**src/rtl/mips_pkg.sv**
```systemverilog
// Shared encodings for the multi-cycle MIPS sequencer: opcodes, functs,
// FSM states and the ALU idle encoding.
package mips_pkg;

    localparam logic [5:0] OPC_RTYPE = 6'h00;
    localparam logic [5:0] OPC_ADDI  = 6'h08;
    localparam logic [5:0] OPC_HALT  = 6'h3F;

    localparam logic [5:0] FN_ADD  = 6'h20;
    localparam logic [5:0] FN_SUB  = 6'h22;
    localparam logic [5:0] FN_MULT = 6'h18;
    localparam logic [5:0] FN_DIV  = 6'h1A;

    localparam logic [5:0] ALU_IDLE_OPC = 6'h3F;

    typedef enum logic [2:0] {
        S_IDLE,
        S_FETCH,
        S_DECODE,
        S_EXEC,
        S_WB,
        S_HALT
    } state_t;

    function automatic logic is_alu_funct(input logic [5:0] fn);
        return (fn == FN_ADD) || (fn == FN_SUB) || (fn == FN_MULT) || (fn == FN_DIV);
    endfunction

endpackage

```
**src/rtl/mips_regfile.sv**
```systemverilog
// 32x32 register file: two operand read ports, one debug read port and one
// write port. r0 always reads zero; every entry is cleared by reset.
module mips_regfile
(
    input  logic        clk,
    input  logic        rst_n,
    input  logic [4:0]  ra_addr,
    output logic [31:0] ra_data,
    input  logic [4:0]  rb_addr,
    output logic [31:0] rb_data,
    input  logic [4:0]  dbg_addr,
    output logic [31:0] dbg_data,
    input  logic        we,
    input  logic [4:0]  wa,
    input  logic [31:0] wd
);

    logic [31:0] regs_q [32];

    always_ff @(posedge clk or negedge rst_n) begin
        if (!rst_n) begin
            for (int i = 0; i < 32; i++) begin
                regs_q[i] <= '0;
            end
        end else if (we && (wa != 5'd0)) begin
            regs_q[wa] <= wd;
        end
    end

    assign ra_data  = (ra_addr  == 5'd0) ? 32'd0 : regs_q[ra_addr];
    assign rb_data  = (rb_addr  == 5'd0) ? 32'd0 : regs_q[rb_addr];
    assign dbg_data = (dbg_addr == 5'd0) ? 32'd0 : regs_q[dbg_addr];

endmodule

```
**src/rtl/mips_sequencer.sv**
```systemverilog
// Multi-cycle fetch/decode/execute/writeback sequencer feeding an external
// registered ALU; runs from RESET_PC until it decodes a halt word.
module mips_sequencer
    import mips_pkg::*;
#(
    parameter logic [31:0] RESET_PC = 32'h0000_0000
)
(
    input  logic        clk,
    input  logic        rst_n,
    input  logic        start,
    output logic        imem_req,
    output logic [31:0] imem_addr,
    input  logic [31:0] imem_rdata,
    input  logic        imem_valid,
    output logic [5:0]  alu_opcode,
    output logic [5:0]  alu_funct,
    output logic [31:0] alu_busA,
    output logic [31:0] alu_busB,
    input  logic [31:0] alu_result,
    output logic        halted,
    output logic [31:0] instr_count,
    input  logic [4:0]  dbg_addr,
    output logic [31:0] dbg_data
);

    state_t      state_q, state_d;
    logic [31:0] pc_q, pc_d;
    logic [31:0] ir_q, ir_d;
    logic        imem_req_q, imem_req_d;
    logic [5:0]  alu_opcode_q, alu_opcode_d;
    logic [5:0]  alu_funct_q, alu_funct_d;
    logic [31:0] alu_busa_q, alu_busa_d;
    logic [31:0] alu_busb_q, alu_busb_d;
    logic [4:0]  dest_q, dest_d;
    logic        halted_q, halted_d;
    logic [31:0] count_q, count_d;

    logic [31:0] rs_data;
    logic [31:0] rt_data;
    logic        rf_we;

    mips_regfile u_regfile (
        .clk      (clk),
        .rst_n    (rst_n),
        .ra_addr  (ir_q[25:21]),
        .ra_data  (rs_data),
        .rb_addr  (ir_q[20:16]),
        .rb_data  (rt_data),
        .dbg_addr (dbg_addr),
        .dbg_data (dbg_data),
        .we       (rf_we),
        .wa       (dest_q),
        .wd       (alu_result)
    );

    always_comb begin
        state_d      = state_q;
        pc_d         = pc_q;
        ir_d         = ir_q;
        imem_req_d   = imem_req_q;
        alu_opcode_d = alu_opcode_q;
        alu_funct_d  = alu_funct_q;
        alu_busa_d   = alu_busa_q;
        alu_busb_d   = alu_busb_q;
        dest_d       = dest_q;
        halted_d     = halted_q;
        count_d      = count_q;
        rf_we        = 1'b0;

        case (state_q)
            S_IDLE: begin
                if (start) begin
                    pc_d       = RESET_PC;
                    imem_req_d = 1'b1;
                    state_d    = S_FETCH;
                end
            end
            S_FETCH: begin
                if (imem_valid) begin
                    ir_d       = imem_rdata;
                    imem_req_d = 1'b0;
                    state_d    = S_DECODE;
                end
            end
            S_DECODE: begin
                // Operand registers double as the ALU bus drivers, so the ALU
                // sees valid inputs from the very first EXEC cycle.
                if ((ir_q[31:26] == OPC_RTYPE) && is_alu_funct(ir_q[5:0])) begin
                    alu_opcode_d = ir_q[31:26];
                    alu_funct_d  = ir_q[5:0];
                    alu_busa_d   = rs_data;
                    alu_busb_d   = rt_data;
                    dest_d       = ir_q[15:11];
                    state_d      = S_EXEC;
                end else if (ir_q[31:26] == OPC_ADDI) begin
                    alu_opcode_d = ir_q[31:26];
                    alu_funct_d  = ir_q[5:0];
                    alu_busa_d   = rs_data;
                    alu_busb_d   = {{16{ir_q[15]}}, ir_q[15:0]};
                    dest_d       = ir_q[20:16];
                    state_d      = S_EXEC;
                end else if (ir_q[31:26] == OPC_HALT) begin
                    halted_d = 1'b1;
                    state_d  = S_HALT;
                end else begin
                    pc_d       = pc_q + 32'd4;
                    count_d    = count_q + 32'd1;
                    imem_req_d = 1'b1;
                    state_d    = S_FETCH;
                end
            end
            S_EXEC: begin
                state_d = S_WB;
            end
            S_WB: begin
                rf_we        = (dest_q != 5'd0);
                pc_d         = pc_q + 32'd4;
                count_d      = count_q + 32'd1;
                imem_req_d   = 1'b1;
                alu_opcode_d = ALU_IDLE_OPC;
                alu_funct_d  = 6'd0;
                alu_busa_d   = 32'd0;
                alu_busb_d   = 32'd0;
                state_d      = S_FETCH;
            end
            S_HALT: begin
                state_d = S_HALT;
            end
            default: begin
                state_d = S_IDLE;
            end
        endcase
    end

    always_ff @(posedge clk or negedge rst_n) begin
        if (!rst_n) begin
            state_q      <= S_IDLE;
            pc_q         <= RESET_PC;
            ir_q         <= 32'd0;
            imem_req_q   <= 1'b0;
            alu_opcode_q <= ALU_IDLE_OPC;
            alu_funct_q  <= 6'd0;
            alu_busa_q   <= 32'd0;
            alu_busb_q   <= 32'd0;
            dest_q       <= 5'd0;
            halted_q     <= 1'b0;
            count_q      <= 32'd0;
        end else begin
            state_q      <= state_d;
            pc_q         <= pc_d;
            ir_q         <= ir_d;
            imem_req_q   <= imem_req_d;
            alu_opcode_q <= alu_opcode_d;
            alu_funct_q  <= alu_funct_d;
            alu_busa_q   <= alu_busa_d;
            alu_busb_q   <= alu_busb_d;
            dest_q       <= dest_d;
            halted_q     <= halted_d;
            count_q      <= count_d;
        end
    end

    // PC only moves on entry to FETCH, so it is the stable fetch address.
    assign imem_req    = imem_req_q;
    assign imem_addr   = pc_q;
    assign alu_opcode  = alu_opcode_q;
    assign alu_funct   = alu_funct_q;
    assign alu_busA    = alu_busa_q;
    assign alu_busB    = alu_busb_q;
    assign halted      = halted_q;
    assign instr_count = count_q;

endmodule
```
**config.mk**
```make
export PLATFORM = sky130hd
export DESIGN_NAME = mips_sequencer
export DESIGN_NICKNAME = d
export VERILOG_FILES = /design/src/rtl/mips_pkg.sv /design/src/rtl/mips_regfile.sv /design/src/rtl/mips_sequencer.sv
export SDC_FILE = /design/constraint.sdc
export NUM_CORES = 2
export LEC_CHECK = 0
export ABC_AREA = 0
export CORE_UTILIZATION = 54
export CTS_BUF_LIST = sky130_fd_sc_hd__clkbuf_2 sky130_fd_sc_hd__clkbuf_4 sky130_fd_sc_hd__clkbuf_8
export DETAILED_ROUTE_END_ITERATION = 6
export GPL_TIMING_DRIVEN = 0
export HOLD_SLACK_MARGIN = 0.08
export PLACE_DENSITY = 0.73
export SETUP_SLACK_MARGIN = 0.15
export SLEW_MARGIN = 20
export SYNTH_ARGS = -nofsm -noshare
export SYNTH_HDL_FRONTEND = slang
export SYNTH_SLANG_ARGS = --single-unit
```
**constraint.sdc**
```tcl
create_clock -name clk -period 2.99 [get_ports clk]
set_clock_uncertainty 0.05 [all_clocks]
set_input_delay 0.299 -clock clk [delete_from_list [all_inputs] [get_ports clk]]
set_output_delay 0.299 -clock clk [all_outputs]
set_load 0.02 [all_outputs]
```
==> metrics.cfg <==
[timing]
setup_viol_count_final=36
rsz0062_at_grt=yes
fin_crit_ns=3.24
fin_crit_sh=1.08
max_freq_ghz=0.309
finalHoldViolCount=120
relSlewSlack=0.139
worst_hold_slack_ns=-0.159
fin_ws_ns=-0.250
slew_viol_final=0
tightest_slew_ns=1.29
fin_setup_tns_ns=-4.88

[finish]
final_area_um2=84600
drive_gt1_frac=0.528
areaGrowthSynthToFinish_pct=20.9
final_nets=5761

[yosys]
avgSynthCellArea_um2=14.3
synth_warnings=0
ys_ff_latch=1204
syn-cell-area_um2=70000
synthCells=4900
synth_cell_types=81
ys.flop_type=dfrtp_1
ys_async_sr_fraction=1.00
synth_edf_count=0
ys_seq_area_frac=0.430

[global_route]
grt_start_max_net_pins=146
grt_pass1_vias=56807
overflow=0
antenna_found_initial=13
track_usage=0.496
grt_pass1_wl_um=444000

[routing]
wire_per_inst_um=42.7
drt-initial-drc-count=10666
dr.pass1.iters=7
routed_wl_um=325000
ant_nets=0
via_per_inst=7.73
num_vias=58864
drc=77

[status]
outcome=complete, but fails checks
violations=DRC, hold timing, setup timing

[pwr]
peakVddDrop_uv=1020
power.density_nw_per_um2=854
power_frac_comb=0.481
seq_power_share=0.278
netSwitchingFraction=0.435
p_int_mw=40.9
p_switching_mw=31.4
p_leak_nw=36.0
power_frac_clock=0.240
fin_total_pwr_mw=72.3

[cts]
clock_latency_ns=1.02
clockBufferDepth=3
ctsHoldBuffers=63
path_clk_slew_ns=0.06
cts_root_buf=clkbuf_8
htree_levels=4
cts_tree=yes
clkSinkCount=1204
cts_made_buffers=209

[floorplan]
dieHeight_um=362
die_width_um=362
initial_utilization=0.546
std_cell_rows=131
dieArea_um2=131000
io-pin-count=247
coreArea_um2=128000

[placed_design]
dp_hpwl_um=209000
io_buffers=241
gp_congestion=1.04
placed_cell_area_um2=75100

[critical_path]
required_ns=2.64
slowest_stage=clkdlybuf4s50_1
cpPeakStageDelay_ns=0.79
start_kind=input port
cp_num_buf_inv=4
crit_path_cell_trace=clkdlybuf4s50_1, clkbuf_4, clkbuf_2, mux4_2, nand2_2, o21ai_4, buf_6
end_kind=output port
cp_data_arrival_time_ns=2.89
worstPathMaxFanout=10
crit_family=buffers and inverters
path_class=input port to output port

[flow_run]
cap_violations=0

[hold_path]
hold_path_class=input port to asynchronous set/reset pin

==> final timing paths <==
path                                  from               endpoint  slack (ns)  depth (start not counted)
setup / recovery               dbg_addr[3]            dbg_data[0]       -0.25                          7
hold / removal                       rst_n  u_regfile.regs_q[721]       -0.16                          2
setup reg to reg                  ir_q[22]            alu_busA[2]       -0.02                          9
hold reg to reg            instr_count[31]        instr_count[31]        0.42                          1
max in group asynchronous            rst_n  u_regfile.regs_q[390]        0.63                          5
min in group clk            imem_rdata[18]               ir_q[18]        0.16                          2
==> flip-flops by register name, summed over array words and instances, names as in the netlist, 3 cells and up <==
signal	cells
alu_opcode	6
alu_busB	32
alu_busA	32
alu_funct	6
instr_count	32
state_q	3
dest_q	5
ir_q	32
u_regfile.regs_q	1024
imem_addr	30
==> Yosys cell counts (all sizes together) (14+ instances only) <==
library cell / n / area share
a2111oi: 19 / 0.0034
a211o: 20 / 0.0026
a211oi: 19 / 0.0021
a21oi: 39 / 0.0028
a221oi: 55 / 0.0074
a22o: 14 / 0.0018
a22oi: 105 / 0.011
a31oi: 23 / 0.0021
and3: 46 / 0.0041
buf: 232 / 0.017
clkbuf: 328 / 0.018
dfrtp: 1198 / 0.43
inv: 45 / 0.0024
mux2: 1116 / 0.18
mux2i: 174 / 0.025
mux4: 715 / 0.23
nand2: 192 / 0.010
nand3: 38 / 0.0028
nand4: 25 / 0.0022
nor2: 61 / 0.0033
nor3: 30 / 0.0022
o21ai: 156 / 0.011
o221ai: 75 / 0.0094
o31ai: 16 / 0.0017
xnor2: 15 / 0.0019
xor2: 16 / 0.0020
==> layer usage <==
layer  up-vias  part of all wire  global-route usage
met2      6090              0.39               0.645
li1      20955                 -                   -
met3      1802              0.18               0.298
met4        37             0.092               0.370
met1     29980              0.33               0.590
met5         -            0.0036              0.0507
==> logic make-up (layout without fill, tap and decap cells) <==
group,count (synthesis),in the layout,share of synthesized area
xor gates and xnor gates,31,31,0.00388
DFF,1204,1204,0.430
adders and majority gates,2,2,0.000357
muxes,2005,2005,0.434
AOI/OAI and AO/OA,574,574,0.0598
other,1,20,0.0000535
buffers and inverters,605,1569,0.0374
and+or+nand+nor,478,478,0.0339
==> stage by stage <==
stage	utilization	worst slack, ns	instances
6_report	0.660	-0.250	7612
5_1_grt	0.660	-0.183	7597
4_1_cts	0.652	-0.194	7535
3_5_place_dp	0.586	-1.59	6884
3_3_place_gp	0.582	-54.10	6871
2_1_floorplan	-	0.344	4901
==> cells in the final DEF, fill, tap and decap left out, types with 105 or more instances in the layout <==
cell and count:
dfrtp_1 1195, clkbuf_8 297, nand2_1 158, clkbuf_1 152, mux4_2 715, a22oi_1 105
mux2_2 1116, clkdlybuf4s50_1 208, mux2i_1 174, o21ai_0 106, clkbuf_4 148, buf_4 314
==> power by group through the flow <==
stage	registers (mW)	clock network (mW)	logic (mW)
final	20.1	17.4	34.8
after global placement	20.3	0	29.4
after global routing	20.3	17.9	34.0
after detailed placement	20.3	0	29.9
after CTS	20.0	17.1	31.6
after floorplan	19.9	0	17.0
==> repair_timing <==
item,4_1_cts,5_1_grt
gates cloned,0,0
hold endpoints to repair,298,120
pin swaps,9,6
resized for setup,750,207
buffers inserted,198,59
setup endpoints to repair,818,552
==> layout make-up <==
class	instances	area (um^2)
clock buffers	358	4510
clock inverters	32	274
repair buffers	574	5380
fillers	9322	43500
multi-input cells	3092	38100
plain buffers	560	3840
well taps	1729	2160
diodes	18	45.0
inverters	45	169
flip-flops and latches	1204	30100
No activity file was read; power rests on OpenSTA's default activity.
==> variant: new RTL, config.mk and constraints unchanged <==
`ir_q` no longer has a reset.
--- a/src/rtl/mips_sequencer.sv
+++ b/src/rtl/mips_sequencer.sv
@@ -137,7 +137,6 @@
         if (!rst_n) begin
             state_q      <= S_IDLE;
             pc_q         <= RESET_PC;
-            ir_q         <= 32'd0;
             imem_req_q   <= 1'b0;
             alu_opcode_q <= ALU_IDLE_OPC;
             alu_funct_q  <= 6'd0;
@@ -149,7 +148,6 @@
         end else begin
             state_q      <= state_d;
             pc_q         <= pc_d;
-            ir_q         <= ir_d;
             imem_req_q   <= imem_req_d;
             alu_opcode_q <= alu_opcode_d;
             alu_funct_q  <= alu_funct_d;
@@ -159,6 +157,10 @@
             halted_q     <= halted_d;
             count_q      <= count_d;
         end
+    end
+
+    always_ff @(posedge clk) begin
+        ir_q <= ir_d;
     end
 
     // PC only moves on entry to FETCH, so it is the stable fetch address.
Check against the original RTL: same outputs for any inputs over 4 cycles, from zero or initial values and one cycle with rst_n low; that may be too few to reach the edited logic, so the function may still have changed.
==> variant against the original RTL <==
The run still ends with DRC, hold timing, setup timing left; critical path depth unchanged; non-clock buffer count down 101; sequential cell count unchanged; worst hold slack better by 160 ps; final area down 2.0%; wire length down 9.2%; core utilization down 1.1 points; register-to-register slack worse by 50 ps; worst setup slack worse by 86 ps; die area down 0.67%; area after synthesis down 0.68%; via count down 5.0%; synthesized cell count down 3.5%; critical path type unchanged.
Power is not compared: it rests on default switching activity, and its combinational part moved more than twofold at a synthesized area within 25%.
==> variant: results (changes against the original RTL) <==
* HPWL after DPL at 198200 um (was 209200 um)
* Final setup fails at 38 (was 36)
* M3 GR Usage at 25.76% (was 29.84%)
* Worst Tran Pin Value at 1352 ps (was 1292 ps)
* Synth async-reset ratio at 97.34% (was 100.0%)
* Drt pass-1 iters at 7 (unchanged)
* Netlist cell types at 70 (was 81)
* Htree depth at 4 (unchanged)
* Final hold slack at -3.381 ps (was -158.7 ps)
* Hold/Removal Path Class: in2async (unchanged)
* Layout Nets at 5510 (was 5761)
* Initial antenna violation count at 11 (was 13)
* Total track usage at 45.11% (was 49.59%)
* Pleak at 0.03533 uW
* GRT met1 Usage at 54.91% (was 59.03%)
* CP max stage cell: clkdlybuf4s50_1 (unchanged)
* Run status: finished with violations (unchanged)
* Gpl congestion at 1.030 (was 1.037)
* Max reg flops at 1024 (unchanged)
* Reg clk slew, reported paths at 70 ps
* Worst Setup Slack, final at -335.4 ps (was -249.6 ps)
* Inserted Clock Buffers at 206 (was 209)
* Synth Flop Type: dfrtp_1 (unchanged)
* Crit-path max FO at 10 (unchanged)
* EDFF count, synth at 32 (was 0)
* Drt first-iter violations at 9371 (was 10670)
* Mapped Avg Cell Area at 14.71 sq um (was 14.29 sq um)
* Worst-Skew Late Latency at 1040 ps (was 1020 ps)
* Failing checks: DRC, hold timing, setup timing (unchanged)
* Root buffer cell: clkbuf_8 (unchanged)
* Port bufs at 241 (unchanged)
* Drt wl/cell at 40.48 um (was 42.67 um)
* Area post-placement at 74640 sq um (was 75100 sq um)
* Most flop-heavy register: u_regfile.regs_q (unchanged)
* CP max stage delay at 690 ps (was 790 ps)
* Met2 usage at 60.08% (was 64.45%)
* Dpl cells at 6652 (was 6884)
* Maximum vdd ir drop at 0.5615 mV
* Sequential area share after synthesis at 43.56% (was 43.03%)
* Final hold vios at 5 (was 120)
* Commonest cells in the netlist: 1166 x dfrtp_1, 989 x mux2_2, 789 x mux4_2 (was 1198 x dfrtp_1, 1116 x mux2_2, 715 x mux4_2)
* DRC at 162 (was 77)
* Synth top area cells: dfrtp_1 42%, mux4_2 26%, mux2_2 16% (was dfrtp_1 43%, mux4_2 23%, mux2_2 18%)
* CTS max path bufs at 3 (unchanged)
* Ys Warns at 0 (unchanged)
* Largest net degree at the start of global routing at 149 (was 146)
* Global-route wire length before repair at 408100 um (was 444200 um)
* Via count at 55930 (was 58860)
* Number of global-route vias before repair at 54530 (was 56810)
* Filler cell count in the final layout at 9137 (was 9322)
* Layout cell share with drive strength beyond 1 at 51.43% (was 52.75%)
* Sw power at 17820 uW
* Crit-path leading delay family: buffers and inverters (unchanged)
* Final std cells w/o fill at 7285 (was 7612)
variant: cell count changes after synthesis, sizes merged, moves of 34 or more:
cell	delta
and3	-34
clkbuf	-45
mux4	+74
a221oi	-55
o22ai	+110
o21ai	-98
mux2	-115
o221ai	-75
a22oi	-68
variant: cell type report:
| type | instances | area share (%) |
|---|---|---|
| clock inverter | 62 | 0.6939 |
| antenna | 13 | 0.03922 |
| clock buffer | 321 | 4.882 |
| tap | 1662 | 2.507 |
| multi-input combinational | 2943 | 45.10 |
| inverter | 47 | 0.2157 |
| sequential | 1204 | 36.53 |
| timing repair buffer | 497 | 5.876 |
| buffer | 536 | 4.159 |
variant: stage by stage:
| stage | TNS, ps | setup WS, ps | power (uW) | hold WS [ps] | utilization (%) |
|---|---|---|---|---|---|
| finish | -7523 | -335.4 | 50530 | -3.381 | 64.96 |
| global route | -5603 | -251.7 | 51140 | 95.12 | 64.94 |
| detailed placement | -206090 | -1661 | 32090 | 399.2 | 58.45 |
| floorplan | 0 | 344.1 | 26230 | -46.59 | - |
| global placement | - | -51510 | 31670 | 394.7 | 58.00 |
| CTS | -5311 | -208.1 | 49250 | 36.19 | 64.40 |
variant: routing by layer:
metal	part of all wire, %	up-vias
li1	-	20110
met1	33	28620
met2	40	5644
met3	18	1519
met4	8.3	32
met5	0.45	-
variant: worst reg2reg max path, cell delays in order (launching register included):
cell	delay, ps
edfxtp_1	640
or3b_2	210
buf_1	450
clkbuf_1	910
o22ai_1	220
nor3_1	300
a32o_1	210
variant: power groups by stage:
stage | registers [uW] | logic [uW] | clock network (uW)
3_5_place_dp | 18700 | 13400 | 0
6_report | 18500 | 15100 | 17000
3_3_place_gp | 18700 | 12900 | 0
4_1_cts | 18400 | 14000 | 16800
2_1_floorplan | 18500 | 7710 | 0
5_1_grt | 18600 | 15000 | 17600
variant: final timing paths:
kind                                start                    end  slack [ps]  cells past startpoint
max                           dbg_addr[3]           dbg_data[28]        -340                      7
min                                 rst_n  u_regfile.regs_q[476]          -3                      3
max reg2reg                      ir_q[24]           alu_busA[26]         -70                      6
min reg2reg                 alu_opcode[1]          alu_opcode[1]         410                      2
max in group asynchronous           rst_n  u_regfile.regs_q[715]         540                      6
min in group clk           alu_result[22]  u_regfile.regs_q[630]         110                      2
variant: logic make-up (layout without fill, tap and decap cells):
family	count (synthesis)	in the layout	synth area share [%]
mux	1977	1977	44.44
flops	1204	1204	43.56
buf+inv	583	1463	3.526
simple gates	481	481	3.427
compound gates	450	450	4.619
xor+xnor	31	31	0.3903
fa+ha+maj	2	2	0.03597
other cells	1	15	0.005391
variant: timing repair:
item                                   in CTS  in global routing
pin swaps                                  16                  1
buffers inserted                          128                 49
hold buffers                               60                  0
gates resized for setup                   772                150
setup endpoints to repair                 984                428
endpoints found under the hold margin     436                  0
